--- src/rtl/keypad_scanner.sv ---
// keypad_scanner
//   Scans a 4x4 active-low matrix keypad one column at a time, debounces whole
//   scan frames, and turns each clean single-key press into a 4-bit code
//   (row*4+col). Codes are queued in a small FIFO with a valid/ready handshake,
//   and the last eight codes are kept in a 32-bit entry register for display.
//
// Ports
//   clk          clock
//   rstn         asynchronous active-low reset
//   row_i[3:0]   keypad rows, active-low, asynchronous to clk
//   col_o[3:0]   keypad column drive, active-low, one-cold
//   key_valid_o  FIFO not empty
//   key_code_o   FIFO head code
//   key_ready_i  consumer accepts the head while key_valid_o is high
//   clear_i      synchronous flush of FIFO, overflow flag and entry register
//   overflow_o   sticky: a key event was dropped because the FIFO was full
//   entry_o      last eight codes, newest in [3:0]
module keypad_scanner #(
  parameter int unsigned SCAN_DIV     = 50000,
  parameter int unsigned DEBOUNCE_CNT = 4,
  parameter int unsigned FIFO_DEPTH   = 4
) (
  input  logic        clk,
  input  logic        rstn,
  input  logic [3:0]  row_i,
  output logic [3:0]  col_o,
  output logic        key_valid_o,
  output logic [3:0]  key_code_o,
  input  logic        key_ready_i,
  input  logic        clear_i,
  output logic        overflow_o,
  output logic [31:0] entry_o
);

  localparam int unsigned DIV_W = $clog2(SCAN_DIV);
  localparam int unsigned CNT_W = $clog2(DEBOUNCE_CNT + 1);
  localparam int unsigned AW    = $clog2(FIFO_DEPTH);

  localparam logic [DIV_W-1:0] DIV_LAST = DIV_W'(SCAN_DIV - 1);
  localparam logic [CNT_W-1:0] CNT_MAX  = CNT_W'(DEBOUNCE_CNT);

  // row synchronizer; idles high (no key) out of reset
  logic [3:0] row_s1, row_s2;

  // scan / debounce state
  logic [DIV_W-1:0] div_cnt;
  logic [1:0]       col_idx;
  logic [15:0]      frame_map;
  logic [15:0]      prev_frame;
  logic [15:0]      stable_map;
  logic [CNT_W-1:0] stable_cnt;

  logic             tc;
  logic             frame_done;
  logic [15:0]      frame_next;
  logic [CNT_W-1:0] cnt_next;
  logic             load_stable;
  logic             new_onehot;
  logic [3:0]       new_code;
  logic             event_set;

  // event stage between stable_map update and FIFO write
  logic             evt_pending;
  logic [3:0]       evt_code;

  // FIFO
  logic [3:0]       mem [FIFO_DEPTH];
  logic [AW:0]      wr_ptr, rd_ptr;
  logic             fifo_empty, fifo_full;
  logic             push, pop, drop;

  assign tc         = (div_cnt == DIV_LAST);
  assign frame_done = tc && (col_idx == 2'd3);
  assign col_o      = ~(4'b0001 << col_idx);

  // frame map as it will look after this cycle's row sample
  always_comb begin
    logic [3:0] idx;
    frame_next = frame_map;
    for (int unsigned r = 0; r < 4; r++) begin
      idx = {2'(r), col_idx};
      frame_next[idx] = ~row_s2[r];
    end
  end

  always_comb begin
    cnt_next = CNT_W'(1);
    if (frame_next == prev_frame) begin
      cnt_next = (stable_cnt == CNT_MAX) ? stable_cnt : stable_cnt + 1'b1;
    end
  end

  assign load_stable = frame_done && (cnt_next == CNT_MAX);
  assign new_onehot  = (frame_next != '0) && ((frame_next & (frame_next - 16'd1)) == '0);

  always_comb begin
    new_code = '0;
    for (int unsigned i = 0; i < 16; i++) begin
      if (frame_next[i]) new_code = 4'(i);
    end
  end

  // only an all-released -> single-key transition is a press; holds and
  // multi-key maps never qualify
  assign event_set = load_stable && (stable_map == '0) && new_onehot;

  always_ff @(posedge clk or negedge rstn) begin
    if (!rstn) begin
      row_s1      <= '1;
      row_s2      <= '1;
      div_cnt     <= '0;
      col_idx     <= '0;
      frame_map   <= '0;
      prev_frame  <= '0;
      stable_map  <= '0;
      stable_cnt  <= '0;
      evt_pending <= 1'b0;
      evt_code    <= '0;
    end else begin
      row_s1      <= row_i;
      row_s2      <= row_s1;
      evt_pending <= event_set;
      evt_code    <= new_code;
      if (tc) begin
        div_cnt   <= '0;
        col_idx   <= col_idx + 2'd1;
        frame_map <= frame_next;
        if (frame_done) begin
          prev_frame <= frame_next;
          stable_cnt <= cnt_next;
          if (load_stable) stable_map <= frame_next;
        end
      end else begin
        div_cnt <= div_cnt + 1'b1;
      end
    end
  end

  assign fifo_empty = (wr_ptr == rd_ptr);
  assign fifo_full  = (wr_ptr[AW] != rd_ptr[AW]) && (wr_ptr[AW-1:0] == rd_ptr[AW-1:0]);

  // a pop in the same cycle frees the slot for a push into a full FIFO
  assign pop  = !fifo_empty && key_ready_i && !clear_i;
  assign push = evt_pending && !clear_i && (!fifo_full || pop);
  assign drop = evt_pending && !clear_i && fifo_full && !pop;

  always_ff @(posedge clk or negedge rstn) begin
    if (!rstn) begin
      wr_ptr     <= '0;
      rd_ptr     <= '0;
      overflow_o <= 1'b0;
      entry_o    <= '0;
      for (int unsigned i = 0; i < FIFO_DEPTH; i++) mem[i] <= '0;
    end else if (clear_i) begin
      rd_ptr     <= wr_ptr;
      overflow_o <= 1'b0;
      entry_o    <= '0;
    end else begin
      if (push) begin
        mem[wr_ptr[AW-1:0]] <= evt_code;
        wr_ptr              <= wr_ptr + 1'b1;
      end
      if (pop)         rd_ptr     <= rd_ptr + 1'b1;
      if (drop)        overflow_o <= 1'b1;
      if (evt_pending) entry_o    <= {entry_o[27:0], evt_code};
    end
  end

  assign key_valid_o = !fifo_empty;
  assign key_code_o  = mem[rd_ptr[AW-1:0]];

endmodule

--- config.mk ---
export PLATFORM = sky130hd
export DESIGN_NAME = keypad_scanner
export DESIGN_NICKNAME = d
export VERILOG_FILES = /design/src/rtl/keypad_scanner.sv
export SDC_FILE = /design/constraint.sdc
export NUM_CORES = 1
export LEC_CHECK = 0
export BUFFER_PORTS_ARGS = -buffer_cell sky130_fd_sc_hd__buf_4
export CAP_MARGIN = 30
export CELL_PAD_IN_SITES_DETAIL_PLACEMENT = 0
export CELL_PAD_IN_SITES_GLOBAL_PLACEMENT = 1
export CORE_ASPECT_RATIO = 0.5
export CORE_MARGIN = 1
export CORE_UTILIZATION = 51
export CTS_CLUSTER_DIAMETER = 50
export DETAILED_ROUTE_END_ITERATION = 7
export GPL_TIMING_DRIVEN = 0
export PLACE_DENSITY_LB_ADDON = 0.05
export SYNTH_ARGS = -nofsm -noshare
export SYNTH_HDL_FRONTEND = slang
export SYNTH_SLANG_ARGS = --single-unit
--- constraint.sdc ---
create_clock -name clk -period 6.1 [get_ports clk]
set_clock_uncertainty 0.1 [all_clocks]
set_input_delay 0.61 -clock clk [delete_from_list [all_inputs] [get_ports clk]]
set_output_delay 0.61 -clock clk [all_outputs]
set_load 0.1 [all_outputs]
=== Yosys cells after proc, flatten, opt, wreduce, memory -nomap -nowiden ===
Index checks and enable logic that the tools add are counted.

* Register bits after elaboration: 137
* Input port bits: 8

* $add $sub $neg: 6
* $lt $le $gt $ge: 11
* Equal/unequal tests: 8
* Shifts and indexed selects: 1
* Mux-type cells: 42
* Bitwise operators: 9
* Reduce and logical (&&, ||, !) cells: 31

{| class="wikitable"
|+ Operator list
! kind !! number
|-
| $bwmux W16 || 5
|-
| $mux W4 || 17
|-
| $mux W32 || 2
|-
| $logic_not A16 Y1 || 2
|-
| $logic_and A1 B1 Y1 || 17
|-
| $add A16 B1 Y16 const B || 1
|-
| $and A16 B16 Y16 || 1
|-
| $eq A16 B16 Y1 || 1
|-
| $eq A16 B16 Y1 const B || 1
|-
| $mux W16 || 1
|-
| $reduce_bool A16 Y1 || 1
|-
| $sub A16 B1 Y16 const B || 1
|-
| $mux W3 || 4
|-
| $lt A4 B5 Y1 const B || 2
|-
| $add A3 B1 Y3 const B || 3
|-
| $bmux W4 S2 || 1
|-
| $demux W1 S2 || 4
|-
| $demux W4 S2 || 1
|-
| $ge A4 B1 Y1 const B || 2
|-
| $mux W1 || 7
|-
| $eq A3 B3 Y1 const B || 2
|-
| $ge A3 B3 Y1 const B || 2
|-
| $not A2 Y3 || 2
|-
| $reduce_bool A2 Y1 || 3
|-
| other kinds (17) || 25
|}

=== Longest topological paths before layout ===
Gate-level depths: netlist of the first run.

* Depth in word-level cells: 23
* Mapped depth: 11
* Mapped depth without buffers: 8

=== Worst setup path before layout of the first run ===
Ideal clock, no wire load.

* Kind: flip-flop to flip-flop
* Start: register col_idx[1]
* End: register stable_map[10]
* Data arrival time: 2.513 ns
* Required time: 5.875 ns
* Path slack: 3.362 ns
* Cell stages (with the launch flop): 10
* Cell sequence: dfrtp_1 -> inv_1 -> ha_1 -> nand2b_1 -> and3_1 -> or4_4 -> nor4_4 -> nand3_4 -> buf_6 -> mux2_4

* Word-level cells in the longest chain between the ends: 13

{| class="wikitable"
|+ RTL lines
! element !! line !! text
|-
| start, declared || 47 || <nowiki>logic [1:0] col_idx;</nowiki>
|-
| start signal, assigned || 126 || <nowiki>col_idx <= col_idx + 2'd1;</nowiki>
|-
| $lt A2 B5 Y1 (implied by the code) or $ge A2 B1 Y1 (tied branches) || 82 || <nowiki>frame_next[idx] = ~row_s2[r];</nowiki>
|-
| $logic_and A1 B1 Y1 (implied by the code) || 82 ||
|-
| $mux W1 (implied by the code) || 82 ||
|-
| $demux W1 S2 || 82 ||
|-
| $bwmux W16 (4 in series) || 82 ||
|-
| $eq A16 B16 Y1 || 88 || <nowiki>if (frame_next == prev_frame) begin</nowiki>
|-
| $mux W3 || 88 ||
|-
| $eq A3 B3 Y1 || 93 || <nowiki>assign load_stable = frame_done && (cnt_next == CNT_MAX);</nowiki>
|-
| $logic_and A1 B1 Y1 || 93 ||
|-
| $reduce_and A3 Y1 (no source line) || - ||
|-
| end signal, assigned || 131 || <nowiki>if (load_stable) stable_map <= frame_next;</nowiki>
|-
| end, declared || 50 || <nowiki>logic [15:0] stable_map;</nowiki>
|}

Several ways; a longest one is shown, not always the timed one.
A chain may end at the register's enable or synchronous reset.

=== Worst setup path in the final report of the first run ===
* Start: register col_idx[0]
* End: register stable_map[10]

Same word-level chain as after synthesis.

==> metrics, run 1 <==
synthesized area 0.006576 mm2; Worst-path clk slew 70 ps; Finished Core Util 63.76%; RD Place Congestion 0.8091; max_slew headroom 46.18%; EDFF count, synth 0; peak supply drop 0.2032 mV; Pwr Total 0.002034 W; Pre-antenna DRT Iters 5; P&R area growth vs syn 18.21%; max cap viols 0; slew of the pin with the lowest slew margin 805.5 ps; final slew viol count 0; Setup Buffers After CTS 0; Sw Share 22.98%; via count 4,766; Int Power 0.001567 W; cts hold-fix bufs 0; Die Area 0.01338 mm2; final WL 14,930 um; Setup TNS Final 0 ps; clk buf depth 2; worst path required time 6300 ps; Worst Setup SP col_idx[0]$_DFFE_PN0N_; Cells after Synth 622; Synth async-reset ratio 100.0%; H-tree Lvls 4; Final #Nets 711; status complete, no violations; Synthesis Warnings 0; Worst setup SP type flip-flop; Die Span Y 82.30 um; Hold Vio Cnt, Final 0; # fillers 984; fin crit share 54.31%; later-pin clock latency in the skew report 420 ps; worst min path class in -> async; clk sink count 137; routed len/inst 17.20 um; # port buffers 49; cts bufs inserted 17; drt drc 0; critical path arrival 3510 ps; Mean Syn Cell Area 10.57 um2; TritonCTS clock tree built; Clock Power Share 51.0%; #FFs+latches synth 137; vias in the first global route 4,632; Top FF cell, synth dfrtp_1; Worst R2R End stable_map[10]$_DFFE_PN0P_; Initial Util 53.94%; crit path time final 3313 ps; # setup viols final 0; First DRT Iteration DRCs 338; cells on worst reg2reg path 11; Post-Syn Nets 642; Post-DP Area 0.007182 mm2; vias per inst 5.491; Crit Path Max Fanout 10; Fmax 301.9 MHz; Post-Place Worst Slack 2835 ps; Unique masters post-synth 53; global-route wire length before repair 24,160 um; CP endpoint kind flip-flop; Worst Setup Slack, final 2787 ps; ant diodes 0; power density over the cells 261.7 mW/mm2; fin area 0.007774 mm2; Clock Root Buffer clkbuf_16; Psw 0.0004675 W; initial antenna violation count 0; Leak 3.643 nW; Die X 162.6 um; unrepaired setup endpoints after global routing false; Core Footprint 0.01219 mm2; share of post-route cells with drive strength above 1 18.78%; critical path class reg -> reg; sequential share of power 45.4%; grt total ovfl 0; largest net degree at the start of global routing 93; Comb power frac 3.6%; Worst R2R Start col_idx[0]$_DFFE_PN0N_; num rows 28; post_cts resized 0; num ports 50; R2R Setup Slk 2790 ps; hpwl dp 10,360 um; DRT antenna net count 0; post-synthesis sequential area ratio 52.28%; gr usage total 24.02%
cells in the final DEF (no fill, tap or decap), types with 3 or more instances in the layout:
cell,n
nand2b_1,29
dfrtp_1,129
nor2b_1,6
clkbuf_1,22
mux2_4,8
o211ai_1,4
nand3_1,18
and2_1,12
clkinvlp_4,3
xor2_1,10
and3_1,11
nand4b_1,3
nand2_1,71
mux4_2,4
mux2_2,22
nor4_1,10
a21oi_1,24
o21ai_0,41
nor3_1,9
clkbuf_16,17
nor4b_1,5
inv_6,4
nand4_1,3
buf_6,3
dfstp_2,8
a31oi_1,5
mux2i_1,36
nor2_1,60
inv_1,15
ha_1,12
xnor2_1,11
buf_4,48
cell type report:
cell class | count | area (um2) | share of cell area, %
well taps | 165 | 206.4 | 2.656
clock inverters | 12 | 138.9 | 1.787
inverters | 15 | 56.30 | 0.7243
flip-flops and latches | 137 | 3438 | 44.23
repair buffers | 50 | 399.1 | 5.134
plain buffers | 26 | 115.1 | 1.481
clock buffers | 19 | 452.9 | 5.826
multi-input cells | 444 | 2967 | 38.16
logic make-up (layout without fill, tap and decap cells):
| kind of cell | Yosys count | count (layout) | synth area share, % |
|---|---|---|---|
| AND/OR/NAND/NOR | 248 | 248 | 19.18 |
| flip-flops | 137 | 137 | 52.28 |
| AO/OA/AOI/OAI | 92 | 92 | 8.258 |
| multiplexers | 70 | 70 | 12.44 |
| buffers and inverters | 41 | 122 | 2.606 |
| XOR/XNOR | 21 | 21 | 2.797 |
| adder cells (fa/ha/maj) | 13 | 13 | 2.435 |
cell usage after synthesis (11+ instances only):
cell type | instances | share of area (%)
inv_1 | 15 | 0.86
and3_1 | 11 | 1.0
ha_1 | 12 | 2.3
and2_1 | 12 | 1.1
nand3_1 | 18 | 1.4
nand2b_1 | 29 | 2.8
mux2_2 | 22 | 3.8
clkbuf_1 | 22 | 1.3
o21ai_0 | 41 | 3.1
dfrtp_1 | 129 | 49
nand2_1 | 71 | 4.1
mux2i_1 | 36 | 5.5
nor2_1 | 60 | 3.4
xnor2_1 | 11 | 1.5
a21oi_1 | 24 | 1.8
power groups by stage:
stage	clock (W)	sequential (W)	combinational [W]
after global routing	0.00109	0.000923	0.0000818
after global placement	0	0.000939	0.0000710
after detailed placement	0	0.000939	0.0000747
after CTS	0.00106	0.000923	0.0000749
after floorplan	0	0.000937	0.0000399
final	0.00104	0.000923	0.0000732
state kept, by name, summed over array words and instances (netlist names):
signal       cells
row_s2           4
frame_map       16
overflow_o       1
col_idx          2
evt_code         4
stable_cnt       3
row_s1           4
wr_ptr           3
prev_frame      16
entry_o         32
rd_ptr           3
evt_pending      1
stable_map      16
mem             16
div_cnt         16
critical path, stage by stage, from the launching register on:
cell and delay (ps):
dfrtp_1 400, inv_1 130, ha_1 300, buf_2 300
nand2b_1 260, a21oi_1 100, nor4b_1 320, and4_1 260
clkbuf_1 290, nand3_4 210, buf_6 220, mux2_4 300
worst max-delay path by stage:
stage	to	slack (ps)
2_1_floorplan	stable_map[10]$_DFFE_PN0P_	3360
4_1_cts	stable_map[10]$_DFFE_PN0P_	2800
5_1_grt	stable_map[11]$_DFFE_PN0P_	2550
6_report	stable_map[10]$_DFFE_PN0P_	2790
3_3_place_gp	stable_map[11]$_DFFE_PN0P_	2870
3_5_place_dp	stable_map[10]$_DFFE_PN0P_	2830
layer usage:
metal	global-route usage [%]	share of wire [%]
met1	32.24	49
met2	38.93	44
met5	0	0
met3	5.345	4.9
met4	8.692	1.7
metrics by stage:
stage / hold slack [ps] / instances
after floorplan: 214.4 / 622
after global placement: 245.9 / 836
after detailed placement: 246.8 / 837
after CTS: 22.65 / 868
after global routing: 42.50 / 868
final: 11.76 / 868
Power figures use the tool's default switching activity.
==> inputs of run 2 (changes only) <==
Settings changed: ABC_AREA set to 1, CORE_UTILIZATION 51 to 46.
Clock period 6.1 ns to 3.13 ns, I/O delays scaled along.
==> metrics, run 2 <==
Die Area 0.01477 mm2; Die Span Y 86.43 um; Clock Power Share 49.4%; final WL 14,590 um; clk sink count 137; global-route wire length before repair 24,650 um; Final #Nets 857; later-pin clock latency in the skew report 410 ps; # fillers 1,291; post-synthesis sequential area ratio 52.43%; Crit Path Max Fanout 10; register area 0.003438 mm2; peak supply drop 0.3098 mV; Setup TNS Final 0 ps; Worst setup SP type flip-flop; max reg flops 32; Comb power frac 6.7%; synthesized area 0.006558 mm2; H-tree Lvls 4; num ports 50; commonest cells in the netlist nand2_1 (204), dfrtp_1 (129), inv_1 (93); Leak 3.965 nW; worst min path class in -> reg; Post-Syn Nets 783; # port buffers 49; CP endpoint kind flip-flop; Multi-input gate area 0.002621 mm2; clk buf depth 2; Top FF cell, synth dfrtp_1; vias in the first global route 4,951; hpwl dp 10,460 um; #FFs+latches synth 137; Clock Root Buffer clkbuf_16; Core Footprint 0.01374 mm2; Hold Vio Cnt, Final 0; Pre-antenna DRT Iters 5; Worst-path clk slew 70 ps; Unique masters post-synth 40; power density over the cells 525.1 mW/mm2; cell with the most instances after synthesis nand2_1; max_slew headroom 56.62%; slew of the pin with the lowest slew margin 650.7 ps; Synth async-reset ratio 100.0%; Yosys top cell area share 49.23%; Setup Buffers After CTS 0; most flop-heavy register entry_o; num rows 30; Sw Share 25.36%; DRT antenna net count 0; Cells after Synth 763; share of post-route cells with drive strength above 1 16.82%; vias per inst 4.903; largest net degree at the start of global routing 73; hold slack 30.91 ps; unrepaired setup endpoints after global routing false; First DRT Iteration DRCs 291; sequential share of power 43.9%; Mean Syn Cell Area 8.594 um2; RD Place Congestion 0.8170; Die X 170.9 um; status complete, no violations; Area contributors post-synth dfrtp_1 (49%), nand2_1 (12%), inv_1 (5.3%); fin area 0.007845 mm2; cell accounting for the most synthesized area dfrtp_1; Post-DP Area 0.007197 mm2; Int Power 0.003075 W; gr usage total 21.73%; max cap viols 0; via count 5,109; Finished Core Util 57.10%; worst path required time 3330 ps; EDFF count, synth 0; final slew viol count 0; Psw 0.001045 W; P&R area growth vs syn 19.63%; drt drc 0; grt total ovfl 0; cts hold-fix bufs 5; most common cell after layout, fill and taps aside nand2_1; Synthesis Warnings 0; initial antenna violation count 0; fin crit share 82.45%; cts bufs inserted 17; Fmax 387.5 MHz; post_cts resized 0; most frequent cells in the layout nand2_1 (204), dfrtp_1 (129), inv_1 (93); critical path class reg -> reg; TritonCTS clock tree built; crit path time final 2581 ps; # setup viols final 0; routed len/inst 14.00 um; ant diodes 0; Pwr Total 0.004119 W; critical path arrival 2780 ps; Initial Util 47.73%
[run 2: layout make-up]
cell class	instances	share of cell area (%)
sequential	137	43.83
clock inverter	13	1.978
timing repair buffer	55	5.726
inverter	102	4.944
buffer	18	1.404
clock buffer	19	5.646
multi-input combinational	506	33.41
tap	192	3.062
[run 2: path summary, 6_finish.rpt]
path | from | cells after the start | slack (ps) | to
worst min register to register | row_s1[1]$_DFF_PN1_ | 0 | 260 | row_s2[1]$_DFF_PN1_
min in group asynchronous | rstn | 2 | 370 | entry_o[26]$_DFFE_PN0P_
max in group asynchronous | rstn | 3 | 1770 | stable_cnt[2]$_DFFE_PN0P_
worst max register to register | col_idx[0]$_DFFE_PN0N_ | 13 | 550 | stable_map[11]$_DFFE_PN0P_
worst min-delay path | clear_i | 2 | 30 | rd_ptr[1]$_DFFE_PN0P_
worst max-delay path | col_idx[0]$_DFFE_PN0N_ | 13 | 550 | stable_map[11]$_DFFE_PN0P_
[run 2: metrics by stage]
step                setup WS (ps)  std cells
floorplan                   638.2        763
global placement            614.3       1004
detailed placement          586.6       1005
CTS                         548.9       1042
global route                313.9       1042
finish                      549.3       1042
[run 2: worst max-delay path, stage by stage (launching register included)]
cell	delay [ps]
dfrtp_1	380
inv_1	100
ha_1	210
buf_6	140
o21ai_2	300
xor2_1	250
nand2_1	140
nor2_4	150
nand4_4	150
nor2_8	210
inv_4	80
buf_6	150
nand2_1	60
nand2_1	40
[run 2: power by group through the flow]
stage	clock [W]	sequential (W)	combinational (W)
after global placement	0	0.00184	0.000272
after global routing	0.00214	0.00181	0.000306
final	0.00203	0.00181	0.000278
after floorplan	0	0.00183	0.000184
after detailed placement	0	0.00184	0.000278
after CTS	0.00208	0.00181	0.000283
[run 2: kinds of logic (layout without fill, tap and decap cells)]
logic type,Yosys count,in the layout,share of synthesized area [%]
xor+xnor,12,12,1.603
flops,137,137,52.43
compound gates,128,128,11.12
fa+ha+maj,12,12,2.290
buf+inv,120,207,7.594
mux,16,16,2.748
simple gates,338,338,22.21
[run 2: layer usage]
metal  global-route usage (%)  up-vias  wire (um)
met1                    30.37     2413       7360
li1                         -     2611          -
met3                    3.470        8        437
met5                        0        -          0
met2                    35.06       77       6690
met4                    6.737        0         98
==> inputs of run 3 (changes only) <==
Settings changed: CORE_UTILIZATION 46 to 41.
Clock period 3.13 ns to 2.3 ns, I/O delays scaled along.
==> metrics, run 3 (synthesis results as in run 2) <==
status finished with violations; failing checks setup timing; DP Cell Count 1,017; crit path time final 2390 ps; slew of the pin with the lowest slew margin 788.5 ps; # setup viols final 17; Final #Nets 882; unrepaired setup endpoints after global routing true; later-pin clock latency in the skew report 420 ps; CP endpoint kind flip-flop; Die Span Y 91.43 um; cells on worst reg2reg path 16; worst path required time 2510 ps; First DRT Iteration DRCs 266; drt drc 0; max cap viols 0; vias in the first global route 5,292; initial antenna violation count 0; grt total ovfl 0; power density over the cells 659.1 mW/mm2; Worst Setup Slack, final -90.25 ps; Final Non-Filler Cells 1,078; num ports 50; Worst R2R Start col_idx[0]$_DFFE_PN0N_; Pre-antenna DRT Iters 4; worst min path class in -> reg; Leak 4.126 nW; vias per inst 4.868; Worst setup SP type flip-flop; RD Place Congestion 0.7839; Multi-input gate area 0.002858 mm2; crit path to stable_map[4]$_DFFE_PN0P_; fin crit share 103.9%; critical path class reg -> reg; cts bufs inserted 17; Clock Root Buffer clkbuf_16; final slew viol count 0; Core Footprint 0.01549 mm2; most frequent cells in the layout nand2_1 (185), dfrtp_1 (128), inv_1 (89); largest net degree at the start of global routing 82; # port buffers 49; Die X 180.9 um; register area 0.003440 mm2; # fillers 1,494; most flop-heavy register entry_o; Fmax 418.4 MHz; Initial Util 42.32%; via count 5,248; most common cell after layout, fill and taps aside nand2_1; DRT antenna net count 0; critical path arrival 2600 ps; hpwl dp 10,650 um; Worst-path clk slew 60 ps; P&R area growth vs syn 26.90%; H-tree Lvls 4; share of post-route cells with drive strength above 1 24.37%; gr usage total 20.76%; Worst Setup SP col_idx[0]$_DFFE_PN0N_; Crit Path Max Fanout 8; max_slew headroom 46.88%; R2R Setup Slk -90 ps; Hold Vio Cnt, Final 0; Worst R2R End stable_map[4]$_DFFE_PN0P_; final WL 15,640 um; Pwr Total 0.005485 W; peak supply drop 0.4145 mV; routed len/inst 14.51 um; ant diodes 0; max reg flops 32; global-route wire length before repair 26,590 um; clk buf depth 2; TritonCTS clock tree built; Die Area 0.01653 mm2; num rows 32; clk sink count 137
==> run 3: stage by stage <==
stage	hold slack, ps	setup WS [ps]	area, um2	util (%)	TNS (ps)
after floorplan	-165.6	1.377	6593	-	0
after global placement	238.1	-248.9	7216	46.57	-4152
after detailed placement	136.6	-259.5	7247	46.77	-4483
after CTS	71.51	-91.69	8150	52.60	-1357
after global routing	110.5	-225.3	8322	53.71	-3553
final	86.76	-90.25	8322	53.71	-1355
==> run 3: repair_timing <==
action / 4_1_cts / 5_1_grt
endpoints found under the hold margin: 61 / 0
pin swaps: 8 / 14
hold buffers: 6 / 0
setup endpoints to repair: 31 / 31
resized for setup: 45 / 32
cloned: 2 / 0
setup buffers: 11 / 11
==> run 3: how the worst min path moves through the flow <==
stage | slack [ps] | cells past startpoint | startpoint | to
5_1_grt | 110 | 4 | key_ready_i | rd_ptr[0]$_DFFE_PN0P_
2_1_floorplan | -170 | 0 | rstn | col_idx[0]$_DFFE_PN0N_
4_1_cts | 70 | 4 | key_ready_i | rd_ptr[0]$_DFFE_PN0P_
6_report | 90 | 4 | key_ready_i | rd_ptr[0]$_DFFE_PN0P_
3_5_place_dp | 140 | 1 | rstn | entry_o[22]$_DFFE_PN0P_
3_3_place_gp | 240 | 1 | row_i[2] | row_s1[2]$_DFF_PN1_
==> run 3: metal layers <==
layer / share of wire [%] / vias up / GRT usage [%]
met5: 0 / - / 0
met4: 0.82 / 0 / 5.342
met3: 3.4 / 13 / 4.974
met2: 46 / 74 / 33.66
met1: 50 / 2504 / 27.91
li1: - / 2657 / -
==> run 3: power breakdown <==
part           switching [W]  leakage, nW  internal (W)
clock                0.00104        0.275       0.00157
sequential         0.0000278         1.85       0.00244
combinational       0.000302         2.00      0.000111
total                0.00137         4.13       0.00412
==> run 3: final cells by class <==
type	count	share of cell area, %
tap	204	3.067
clock inverter	10	1.143
timing repair buffer	80	7.924
buffer	18	1.669
clock buffer	21	5.653
multi-input combinational	506	34.34
sequential	137	41.33
inverter	102	4.871
==> run 3: worst max-delay path, stage by stage (launching register included) <==
cell,delay (ps)
dfrtp_1,400
buf_4,150
ha_4,160
buf_12,140
inv_6,80
nand2_4,50
nand3b_1,80
nand2_1,60
nor2_1,80
nand2_1,110
nor2_4,200
nand4_4,150
nor2_8,170
clkinv_4,100
buf_12,130
nand2_1,50
nand2_1,50
